==> config.mk <==
export PLATFORM = sky130hd
export DESIGN_NAME = dia_pipe_nxn
export DESIGN_NICKNAME = d
export VERILOG_FILES = /design/src/rtl/dia_pipe_nxn_pkg.sv /design/src/rtl/dia_select_nxn.sv /design/src/rtl/dia_pipe_nxn.sv
export SDC_FILE = /design/constraint.sdc
export NUM_CORES = 1
export LEC_CHECK = 0
export ABC_CLOCK_PERIOD_IN_PS = 4120
export BUFFER_PORTS_ARGS = -buffer_cell sky130_fd_sc_hd__buf_4
export CORE_ASPECT_RATIO = 0.5
export CORE_UTILIZATION = 35
export CTS_CLUSTER_SIZE = 10
export DETAILED_ROUTE_END_ITERATION = 8
export GPL_TIMING_DRIVEN = 0
export HOLD_SLACK_MARGIN = 0.05
export SETUP_SLACK_MARGIN = 0.15
export SLEW_MARGIN = 10
export SYNTH_ARGS = -nofsm -noshare
export SYNTH_HDL_FRONTEND = slang
export SYNTH_SLANG_ARGS = --single-unit
==> constraint.sdc <==
create_clock -name clk -period 4.12 [get_ports clk]
set_input_delay 0.206 -clock clk [delete_from_list [all_inputs] [get_ports clk]]
set_output_delay 0.206 -clock clk [all_outputs]
set_load 0.02 [all_outputs]
==> src/rtl/dia_pipe_nxn_pkg.sv <==
// Shared constants for the median-filter diagonal blocks.
// Mode encodings and result FIFO depth.
package dia_pipe_nxn_pkg;

    typedef enum logic {
        MODE_ANTI = 1'b0,
        MODE_MAIN = 1'b1
    } dia_mode_e;

    localparam int FIFO_DEPTH = 2;

endpackage

==> src/rtl/dia_select_nxn.sv <==
// Combinational diagonal pick from a packed row-major NxN window.
// Slot k of the result sits at the MSB end for k = 0.
module dia_select_nxn
    import dia_pipe_nxn_pkg::*;
#(
    parameter int SIZE       = 3,
    parameter int DATA_WIDTH = 8
) (
    input  logic [SIZE*SIZE*DATA_WIDTH-1:0] window,
    input  logic                            mode,
    output logic [SIZE*DATA_WIDTH-1:0]      diagonal
);

    localparam int NC = SIZE * SIZE;

    for (genvar k = 0; k < SIZE; k++) begin : g_slot
        localparam int MAIN_IDX = NC - 1 - (k * SIZE + k);
        localparam int ANTI_IDX = NC - 1 - ((SIZE - 1 - k) * SIZE + k);
        assign diagonal[(SIZE-1-k)*DATA_WIDTH +: DATA_WIDTH] =
            (mode == MODE_MAIN)
                ? window[MAIN_IDX*DATA_WIDTH +: DATA_WIDTH]
                : window[ANTI_IDX*DATA_WIDTH +: DATA_WIDTH];
    end

endmodule

==> src/rtl/dia_pipe_nxn.sv <==
// Diagonal extractor with a 2-entry result FIFO and transfer counter.
// in_ready is registered from the next occupancy, never from out_ready.
module dia_pipe_nxn
    import dia_pipe_nxn_pkg::*;
#(
    parameter int SIZE       = 3,
    parameter int DATA_WIDTH = 8,
    parameter int CNT_WIDTH  = 16
) (
    input  logic                            clk,
    input  logic                            rst_n,
    input  logic [SIZE*SIZE*DATA_WIDTH-1:0] in_data,
    input  logic                            in_mode,
    input  logic                            in_valid,
    output logic                            in_ready,
    output logic [SIZE*DATA_WIDTH-1:0]      out_data,
    output logic                            out_valid,
    input  logic                            out_ready,
    output logic [CNT_WIDTH-1:0]            out_count
);

    localparam int OW = SIZE * DATA_WIDTH;

    logic [OW-1:0]        diag;
    logic [OW-1:0]        mem_q [FIFO_DEPTH];
    logic [OW-1:0]        mem_d [FIFO_DEPTH];
    logic                 wr_ptr_q, wr_ptr_d;
    logic                 rd_ptr_q, rd_ptr_d;
    logic [1:0]           occ_q, occ_d;
    logic                 in_ready_q, in_ready_d;
    logic [CNT_WIDTH-1:0] cnt_q, cnt_d;
    logic                 push, pop;

    dia_select_nxn #(
        .SIZE       (SIZE),
        .DATA_WIDTH (DATA_WIDTH)
    ) u_select (
        .window   (in_data),
        .mode     (in_mode),
        .diagonal (diag)
    );

    always_comb begin
        push       = in_valid && in_ready_q;
        pop        = (occ_q != 2'd0) && out_ready;
        mem_d      = mem_q;
        wr_ptr_d   = wr_ptr_q;
        rd_ptr_d   = rd_ptr_q;
        occ_d      = occ_q;
        cnt_d      = cnt_q;
        if (push) begin
            mem_d[wr_ptr_q] = diag;
            wr_ptr_d        = ~wr_ptr_q;
        end
        if (pop) begin
            rd_ptr_d = ~rd_ptr_q;
            cnt_d    = cnt_q + CNT_WIDTH'(1);
        end
        if (push && !pop) begin
            occ_d = occ_q + 2'd1;
        end else if (pop && !push) begin
            occ_d = occ_q - 2'd1;
        end
        in_ready_d = (occ_d < 2'(FIFO_DEPTH));
    end

    always_ff @(posedge clk or negedge rst_n) begin
        if (!rst_n) begin
            for (int i = 0; i < FIFO_DEPTH; i++) begin
                mem_q[i] <= '0;
            end
            wr_ptr_q   <= 1'b0;
            rd_ptr_q   <= 1'b0;
            occ_q      <= 2'd0;
            in_ready_q <= 1'b0;
            cnt_q      <= '0;
        end else begin
            mem_q      <= mem_d;
            wr_ptr_q   <= wr_ptr_d;
            rd_ptr_q   <= rd_ptr_d;
            occ_q      <= occ_d;
            in_ready_q <= in_ready_d;
            cnt_q      <= cnt_d;
        end
    end

    assign in_ready  = in_ready_q;
    assign out_valid = (occ_q != 2'd0);
    assign out_data  = mem_q[rd_ptr_q];
    assign out_count = cnt_q;

endmodule

==> impl_metrics.py, run 1 <==
metrics = {
    "route": {
        "drtPass1Iterations": 4,
        "vias": 2298,
        "drt-initial-drc-count": 109,
        "wl_microns": 6970,
        "drc": 0,
        "drtAntennaViolNets": 0,
        "via_per_inst": 4.76,
        "wl_per_cell_microns": 14.4,
    },
    "sta": {
        "finalCritPeriodShare_pct": 50.7,
        "finalHoldViolCount": 0,
        "worst_pin_slew_ns": 0.868,
        "layout_min_cycle_time_ns": 2.09,
        "tns_ns": 0,
        "relSlewSlack_pct": 42.1,
        "fin_ws_ns": 2.03,
        "slew_viol_final": 0,
        "skew_ns": 0.00447,
        "rsz0062_at_grt": "no",
        "fmax_mhz": 479,
        "whs_ns": 0.117,
        "setup_viol": 0,
    },
    "synthesis": {
        "synthXorXnorAreaFrac_pct": 4.72,
        "synth_edf_count": 0,
        "synth_mux_area_share_pct": 19.5,
        "synth-async-reset-ratio_pct": 100,
        "seq_area_frac_synth_pct": 55.2,
        "synth_top_area_share_pct": 55.2,
        "post-synth-top-count-cell": "dfrtp_1",
        "synth_commonest_cells": "dfrtp_1, nand2_1, mux2_2, o21ai_0, mux2i_1",
        "netlist_area_sq_um": 3130,
        "yosys_warnings": 0,
        "synth_compound_area_share_pct": 6.08,
        "yosys_most_used_dff": "dfrtp_1",
        "syn_nets": 350,
        "synthSimpleGateAreaFrac_pct": 9.84,
        "synth_top_family_by_area": "multiplexers",
        "synth_area_per_cell_sq_um": 11.6,
        "synth_top_cell_by_area": "dfrtp_1",
        "synth_fa_ha_area_share_pct": 1.60,
        "syn_inst": 269,
        "synth_seq_cells": 69,
        "ys_types": 27,
        "synthTopCellsByArea": "dfrtp_1, mux2_2, nand2_1, o21ai_0, mux2i_1",
    },
    "worst_hold_path": {
        "hold_path.class": "in2reg",
        "hold_start": "in_data[37]",
        "holdPathEnd": "mem_q[37]",
        "hold_path_depth": 2,
    },
    "power_and_ir_drop": {
        "power.switching_mw": 1.15,
        "ir_drop_mv": 0.369,
        "p_int_mw": 2.14,
        "p_comb_share_pct": 42.2,
        "switching_share_pct": 35.0,
        "power_density_nw_per_um2": 778,
        "power_leakage_nw": 2.09,
        "clock_power_share_pct": 24.2,
        "pwr-share-seq_pct": 33.6,
    },
    "cells_and_area": {
        "drive_gt1_share_pct": 40.7,
        "synthToLayoutAreaGrowth_pct": 35.0,
        "layout.cells.non_filler": 483,
        "final_util_pct": 50.8,
        "nNetsFinal": 447,
        "num_antenna_cells": 0,
    },
    "grt": {
        "antenna_found_initial": 0,
        "grtUsageTotal_pct": 16.5,
        "grt_pass1_wl_microns": 11200,
        "grt_pass1_vias": 2342,
        "grt_start_max_net_pins": 70,
        "grt_overflow": 0,
    },
    "floorplan": {
        "dieArea_sq_um": 9350,
        "core-area_sq_um": 8320,
        "die_w_microns": 136,
        "fp.dieH_microns": 68.9,
        "rows": 23,
        "io_pins": 119,
        "start_util_pct": 37.6,
    },
    "placed_design": {
        "place_congestion": 0.744,
        "dp_hpwl_microns": 4960,
        "placed_cells": 466,
        "place_ws_ns": 2.37,
        "io_buffer_count": 85,
    },
    "clocking": {
        "cts_max_level": 3,
        "hold_buffers": 1,
        "cts_buffer_depth": 2,
        "clkLatencyLatePin_ns": 0.33,
        "root_buffer": "clkbuf_16",
        "cts.sinks": 69,
        "numCtsBuffers": 9,
        "cts_resized": 0,
        "cts_tree": "done",
        "cts.clk_slew.worst_paths_ns": 0.05,
        "cts_setup_buffers": 0,
    },
    "critical_path": {
        "cp_data_required_time_ns": 3.91,
        "end_kind": "primary output",
        "rrSetupSlack_ns": 2.43,
        "cp_max_fo": 10,
        "path_class": "reg2out",
        "start_kind": "register",
        "critPathArrivalTime_ns": 1.88,
        "r2r_cells": 9,
        "r2r_start": "occ_q[0]",
    },
    "run_status": {
        "status": "completed",
    },
    "run": {
        "drv_cap": 0,
    },
}
[sequential cells by signal, indices dropped and copies added (netlist names), named ones only]
register   cells
wr_ptr_q       1
in_ready       1
mem_q         48
out_count     16
occ_q          1
rd_ptr_q       1
[kinds of logic (layout without fill, tap and decap cells)]
logic type      count (synthesis)  count (layout)
compound gates                 37              37
xor+xnor                       16              16
fa+ha+maj                       4               4
buf+inv                        20             122
flops                          69              69
mux                            56              56
simple gates                   67              67
[worst max-delay path by stage]
stage	startpoint	endpoint
2_1_floorplan	occ_q[0]	out_count[12]
3_3_place_gp	rd_ptr_q	out_data[5]
3_5_place_dp	rd_ptr_q	out_data[16]
4_1_cts	rd_ptr_q	out_data[16]
5_1_grt	rd_ptr_q	out_data[17]
6_report	rd_ptr_q	out_data[6]
[placed cells by master (no fill, tap or decap), types with 5 or more instances in the layout]
master	n
buf_2	5
buf_4	87
clkbuf_1	9
clkbuf_16	9
dfrtp_1	69
mux2_2	40
mux2i_1	16
nand2_1	46
nand4_1	5
o21ai_0	33
xnor2_1	10
xor2_1	5
[layout make-up]
type                       count  area [sq um]
buffer                        15          77.6
clock buffer                  11           233
clock inverter                 5          75.1
fill                         757          4090
inverter                       5          18.8
multi-input combinational    180          1310
sequential                    69          1730
tap                          112           140
timing repair buffer          86           648
[power by group through the flow]
stage	clock network, mW	logic, mW	registers (mW)
after detailed placement	0	1.40	1.12
after CTS	0.815	1.41	1.11
after global routing	0.846	1.51	1.14
after floorplan	0	0.870	1.11
after global placement	0	1.38	1.10
final	0.795	1.39	1.11
[critical path: stages, from the launching register on]
cell	delay [ns]
dfrtp_1	0.32
clkbuf_1	0.33
buf_2	0.36
mux2_2	0.38
buf_4	0.16
[metal layers]
| metal | track usage [%] | vias to the layer above | part of all wire (%) | routed length [microns] |
|---|---|---|---|---|
| met5 | 0 | - | 0 | 0 |
| met4 | 7.16 | 0 | 1.4 | 98 |
| met3 | 5.63 | 10 | 5.0 | 345 |
| met2 | 28.1 | 52 | 48 | 3350 |
| met1 | 19.3 | 1119 | 46 | 3180 |
| li1 | - | 1117 | - | - |
[per-stage QoR]
stage               instance area, sq um  total power [mW]
detailed placement                  3910              2.52
global route                        4230              3.50
CTS                                 4230              3.33
global placement                    3910              2.47
finish                              4230              3.29
floorplan                           3130              1.98
(Power assumes the default switching activity.)
==> inputs of run 2 (changes only) <==
Settings changed: ABC_CLOCK_PERIOD_IN_PS 4120 to 2200.
Clock period 4.12 ns to 2.2 ns, I/O delays scaled along.
==> run 2 against run 1 <==
Sequential share of layout area decreased by 0.82 points. Clock power increased by 87%. Non-clock buffer count increased by 8. Sequential cell count unchanged. Setup slack got worse by 1.6 ns. Power increased by 88%. Clock skew decreased by 0.0015 ns. Largest power group unchanged. Routed wire length increased by 1.4%. Die area unchanged. Final cell count increased by 1.7%.
==> impl_metrics.py, run 2 (synthesized netlist as in run 1, its figures left out) <==
metrics = {
    "run_status": {
        "status": "completed",
    },
    "cells_and_area": {
        "regMostFlops": "mem_q",
        "largest_reg_flops": 48,
        "num_antenna_cells": 0,
        "mostFrequentLayoutCell": "buf_4",
        "final_cell_area_sq_um": 4310,
        "nNetsFinal": 455,
        "synthToLayoutAreaGrowth_pct": 37.8,
        "mostFrequentLayoutCells": "buf_4, dfrtp_1, nand2_1, mux2_2, o21ai_0",
        "drive_gt1_share_pct": 40.1,
    },
    "power_and_ir_drop": {
        "ir_drop_mv": 0.658,
        "power_leakage_nw": 2.13,
        "power_density_nw_per_um2": 1440,
    },
    "sta": {
        "slew_viol_final": 0,
        "relSlewSlack_pct": 42.1,
        "tns_ns": 0,
        "layout_min_cycle_time_ns": 1.80,
        "fmax_mhz": 556,
        "worst_pin_slew_ns": 0.869,
        "skew_ns": 0.00296,
        "finalHoldViolCount": 0,
        "rsz0062_at_grt": "no",
        "setup_viol": 0,
        "finalCritPeriodShare_pct": 81.7,
        "fin_ws_ns": 0.403,
        "whs_ns": 0.0896,
    },
    "clocking": {
        "root_buffer": "clkbuf_16",
        "cts_tree": "done",
        "cts.sinks": 69,
        "cts_buffer_depth": 2,
        "cts_max_level": 3,
        "cts.clk_slew.worst_paths_ns": 0.05,
        "clkLatencyLatePin_ns": 0.33,
        "numCtsBuffers": 9,
    },
    "critical_path": {
        "r2r_cells": 9,
        "cp_data_required_time_ns": 2.09,
        "cp_max_fo": 10,
        "start_kind": "register",
        "end_kind": "primary output",
        "path_class": "reg2out",
        "critPathArrivalTime_ns": 1.69,
    },
    "grt": {
        "antenna_found_initial": 0,
        "grt_pass1_wl_microns": 11300,
        "grt_overflow": 0,
        "grt_start_max_net_pins": 70,
        "grt_pass1_vias": 2355,
        "grtUsageTotal_pct": 16.6,
    },
    "placed_design": {
        "place_congestion": 0.744,
        "dp_hpwl_microns": 4960,
        "placed_cell_area_sq_um": 3910,
        "io_buffer_count": 85,
        "place_ws_ns": 0.547,
    },
    "route": {
        "drtAntennaViolNets": 0,
        "drtPass1Iterations": 4,
        "wl_per_cell_microns": 14.4,
        "vias": 2332,
        "drc": 0,
        "drt-initial-drc-count": 126,
        "wl_microns": 7070,
        "via_per_inst": 4.75,
    },
    "floorplan": {
        "io_pins": 119,
        "fp.dieH_microns": 68.9,
        "start_util_pct": 37.6,
        "core-area_sq_um": 8320,
        "dieArea_sq_um": 9350,
        "rows": 23,
        "die_w_microns": 136,
    },
    "worst_hold_path": {
        "hold_path_depth": 3,
        "hold_path.class": "in2reg",
    },
    "run": {
        "drv_cap": 0,
    },
}
run 2: changes by cell type in the layout (fill, tap and decap cells not counted):
cell | previous run | this run
clkbuf_4 | 0 | 2
clkbuf_1 | 9 | 8
dlygate4sd3_1 | 1 | 9
clkbuf_2 | 0 | 1
buf_2 | 5 | 3
run 2: worst max-delay path, cell delays in order, from the launching register on:
cell	delay, ns
dfrtp_1	0.33
clkbuf_2	0.21
clkbuf_4	0.28
mux2_2	0.37
buf_4	0.16
run 2: area by class of cell:
type	count	area, sq um
clock buffer	11	233
tap	112	140
clock inverter	5	75.1
timing repair buffer	94	728
buffer	15	83.8
multi-input combinational	180	1310
sequential	69	1730
inverter	5	18.8
fill	750	4010
run 2: timing repair:
action / in CTS / in global routing
buffers inserted: 0 / 0
endpoints found under the hold margin: 85 / 0
endpoints found under the setup margin: 0 / 19
hold buffers: 9 / 0
gates resized for setup: 0 / 4
run 2: per-stage QoR:
stage | util, % | power (mW) | instances
after floorplan | - | 3.71 | 269
after global placement | 47.0 | 4.63 | 466
after detailed placement | 47.0 | 4.72 | 466
after CTS | 51.8 | 6.25 | 491
after global routing | 51.8 | 6.58 | 491
final | 51.8 | 6.19 | 491
run 2: path summary, 6_finish.rpt:
check | startpoint | endpoint | slack [ns]
worst max-delay path | rd_ptr_q | out_data[17] | 0.40
worst min-delay path | in_data[21] | mem_q[45] | 0.09
worst max register to register | occ_q[0] | register | 0.51
worst min register to register | mem_q[27] | mem_q[27] | 0.47
max in group asynchronous | rst_n | out_count[13] | 1.19
min in group asynchronous | rst_n | mem_q[36] | 0.45
run 2: routing by layer:
| layer | up-vias | GRT usage, % | share of wire (%) |
|---|---|---|---|
| li1 | 1130 | - | - |
| met1 | 1139 | 19.6 | 45 |
| met4 | 0 | 7.58 | 1.7 |
| met5 | - | 0 | 0 |
| met2 | 51 | 28.1 | 48 |
| met3 | 12 | 5.63 | 4.6 |
run 2: power by group:
group	total, mW	switching, mW	internal (mW)
sequential	2.07	0.285	1.79
combinational	2.62	1.37	1.25
clock	1.49	0.503	0.986
==> inputs of run 3 (changes only) <==
Settings changed: ABC_CLOCK_PERIOD_IN_PS 2200 to 1500.
Clock period 2.2 ns to 1.5 ns, I/O delays scaled along.
==> run 3 against run 2 <==
Clock power up 38%. Non-clock buffer count grew 27. Critical path depth stayed put. Worst hold slack got worse by 0.042 ns. Largest power group unchanged. Final cell count grew 5.5%. Power up 75%. Combinational power rose by 120%. Global-route usage grew 0.31 points. Largest cell class unchanged. Utilization increased by 8.1 points. The run now ends with setup timing left.
==> impl_metrics.py, run 3 (synthesized netlist as in run 1, its figures left out) <==
metrics = {
    "run_status": {
        "status": "finished with violations",
        "violations": "setup timing",
    },
    "placed_design": {
        "dp_hpwl_microns": 5000,
        "io_buffer_count": 85,
        "place_ws_ns": -0.128,
        "placed_cells": 466,
        "place_congestion": 0.747,
    },
    "worst_hold_path": {
        "holdPathEnd": "mem_q[25]",
        "hold_start": "in_data[49]",
        "hold_path_depth": 3,
        "hold_path.class": "in2reg",
    },
    "critical_path": {
        "end_kind": "primary output",
        "cp_max_fo": 8,
        "rrSetupSlack_ns": -0.02,
        "crit_slowest_cell": "dfrtp_1",
        "r2r_cells": 9,
        "critPathArrivalTime_ns": 1.47,
        "start_kind": "register",
        "cp_data_required_time_ns": 1.42,
        "timing.rr.end": "out_count[8]",
        "crit_chain": "buf_8 > clkbuf_16 > mux2_4 > buf_6",
        "cpPeakStageDelay_ns": 0.39,
        "path_class": "reg2out",
    },
    "route": {
        "drtPass1Iterations": 4,
        "drt-initial-drc-count": 136,
        "vias": 2489,
        "drc": 0,
        "wl_microns": 7700,
        "wl_per_cell_microns": 14.9,
        "drtAntennaViolNets": 0,
        "via_per_inst": 4.81,
    },
    "cells_and_area": {
        "drive_gt1_share_pct": 52.2,
        "nNetsFinal": 482,
        "regMostFlops": "mem_q",
        "largest_reg_flops": 48,
        "multi_input_area_sq_um": 1550,
        "synthToLayoutAreaGrowth_pct": 59.2,
        "mostFrequentLayoutCell": "buf_4",
        "fillers": 680,
        "layout.cells.non_filler": 518,
        "seq_area_sq_um": 1730,
        "final_util_pct": 59.9,
        "num_antenna_cells": 0,
        "mostFrequentLayoutCells": "buf_4, dfrtp_1, nand2_1, buf_6, o21ai_0",
    },
    "clocking": {
        "cts_tree": "done",
        "cts_max_level": 3,
        "cts.sinks": 69,
        "cts.clk_slew.worst_paths_ns": 0.05,
        "cts_buffer_depth": 2,
        "root_buffer": "clkbuf_16",
        "clkLatencyLatePin_ns": 0.33,
        "numCtsBuffers": 9,
    },
    "floorplan": {
        "rows": 23,
        "fp.dieH_microns": 68.9,
        "die_w_microns": 136,
        "dieArea_sq_um": 9350,
        "io_pins": 119,
        "core-area_sq_um": 8320,
        "start_util_pct": 37.6,
    },
    "run": {
        "drv_cap": 0,
    },
    "power_and_ir_drop": {
        "power_mw": 10.8,
        "power_density_nw_per_um2": 2170,
        "ir_drop_mv": 0.915,
        "power_leakage_nw": 2.48,
    },
    "sta": {
        "setup_viol": 25,
        "fin_ws_ns": -0.0465,
        "whs_ns": 0.0474,
        "skew_ns": 0.00610,
        "worst_pin_slew_ns": 0.852,
        "slew_viol_final": 0,
        "finalHoldViolCount": 0,
        "finalCritPeriodShare_pct": 103,
        "rsz0062_at_grt": "yes",
        "relSlewSlack_pct": 43.2,
        "layout_min_cycle_time_ns": 1.55,
        "fmax_mhz": 647,
    },
    "grt": {
        "antenna_found_initial": 0,
        "grt_start_max_net_pins": 70,
        "grt_overflow": 0,
        "grtUsageTotal_pct": 16.9,
        "grt_pass1_vias": 2465,
        "grt_pass1_wl_microns": 11800,
    },
}
run 3: cell types whose count changed in the layout (fill, tap and decap cells not counted), moves of 5 or more:
| cell | delta |
|---|---|
| clkbuf_1 | -5 |
| nand2_1 | -5 |
| buf_4 | -5 |
| mux2_2 | -25 |
| o21ai_1 | +5 |
| buf_6 | +32 |
| mux2_4 | +25 |
| o21ai_0 | -7 |
run 3: where the power goes:
part           leakage, nW  internal [mW]  switching, mW
registers            0.863           2.63          0.469
clock network        0.143           1.33          0.731
logic                 1.47           3.18           2.50
total                 2.48           7.14           3.70
run 3: worst max-delay path by stage:
stage | startpoint | endpoint | slack (ns)
2_1_floorplan | register | out_count[8] | 0.0003
3_3_place_gp | rd_ptr_q | out_data[7] | -0.13
3_5_place_dp | rd_ptr_q | out_data[9] | -0.13
4_1_cts | rd_ptr_q | out_data[9] | -0.07
5_1_grt | rd_ptr_q | out_data[4] | -0.09
6_report | rd_ptr_q | out_data[4] | -0.05
run 3: what timing repair did:
action | 4_1_cts | 5_1_grt
pin swaps | 14 | 23
hold buffers | 9 | 0
endpoints found under the setup margin | 62 | 72
buffers inserted | 16 | 9
gates cloned | 0 | 2
hold endpoints to repair | 85 | 0
resized for setup | 62 | 59
run 3: routing by layer:
layer,track usage [%],up-vias,part of all wire (%)
met4,5.48,0,0.66
li1,-,1188,-
met1,20.1,1251,44
met3,5.34,5,3.8
met2,29.8,45,51
met5,0,-,0
run 3: cell type report:
| class | instances | area share (%) |
|---|---|---|
| sequential | 69 | 34.7 |
| multi-input combinational | 180 | 31.1 |
| timing repair buffer | 121 | 22.0 |
| clock buffer | 12 | 4.95 |
| buffer | 15 | 2.94 |
| tap | 112 | 2.81 |
| clock inverter | 4 | 0.954 |
| inverter | 5 | 0.527 |
run 3: stage by stage:
stage	TNS [ns]	cell area, sq um
after floorplan	0	3160
after global placement	-2.26	3940
after detailed placement	-2.35	3940
after CTS	-0.767	4680
after global routing	-1.82	4980
final	-0.640	4980
run 3: critical path, delay by kind of cell, from the launching register on:
family	cells	cell delay, ns
buffers and inverters	3	0.45
multiplexers	1	0.30
flip-flops	1	0.39
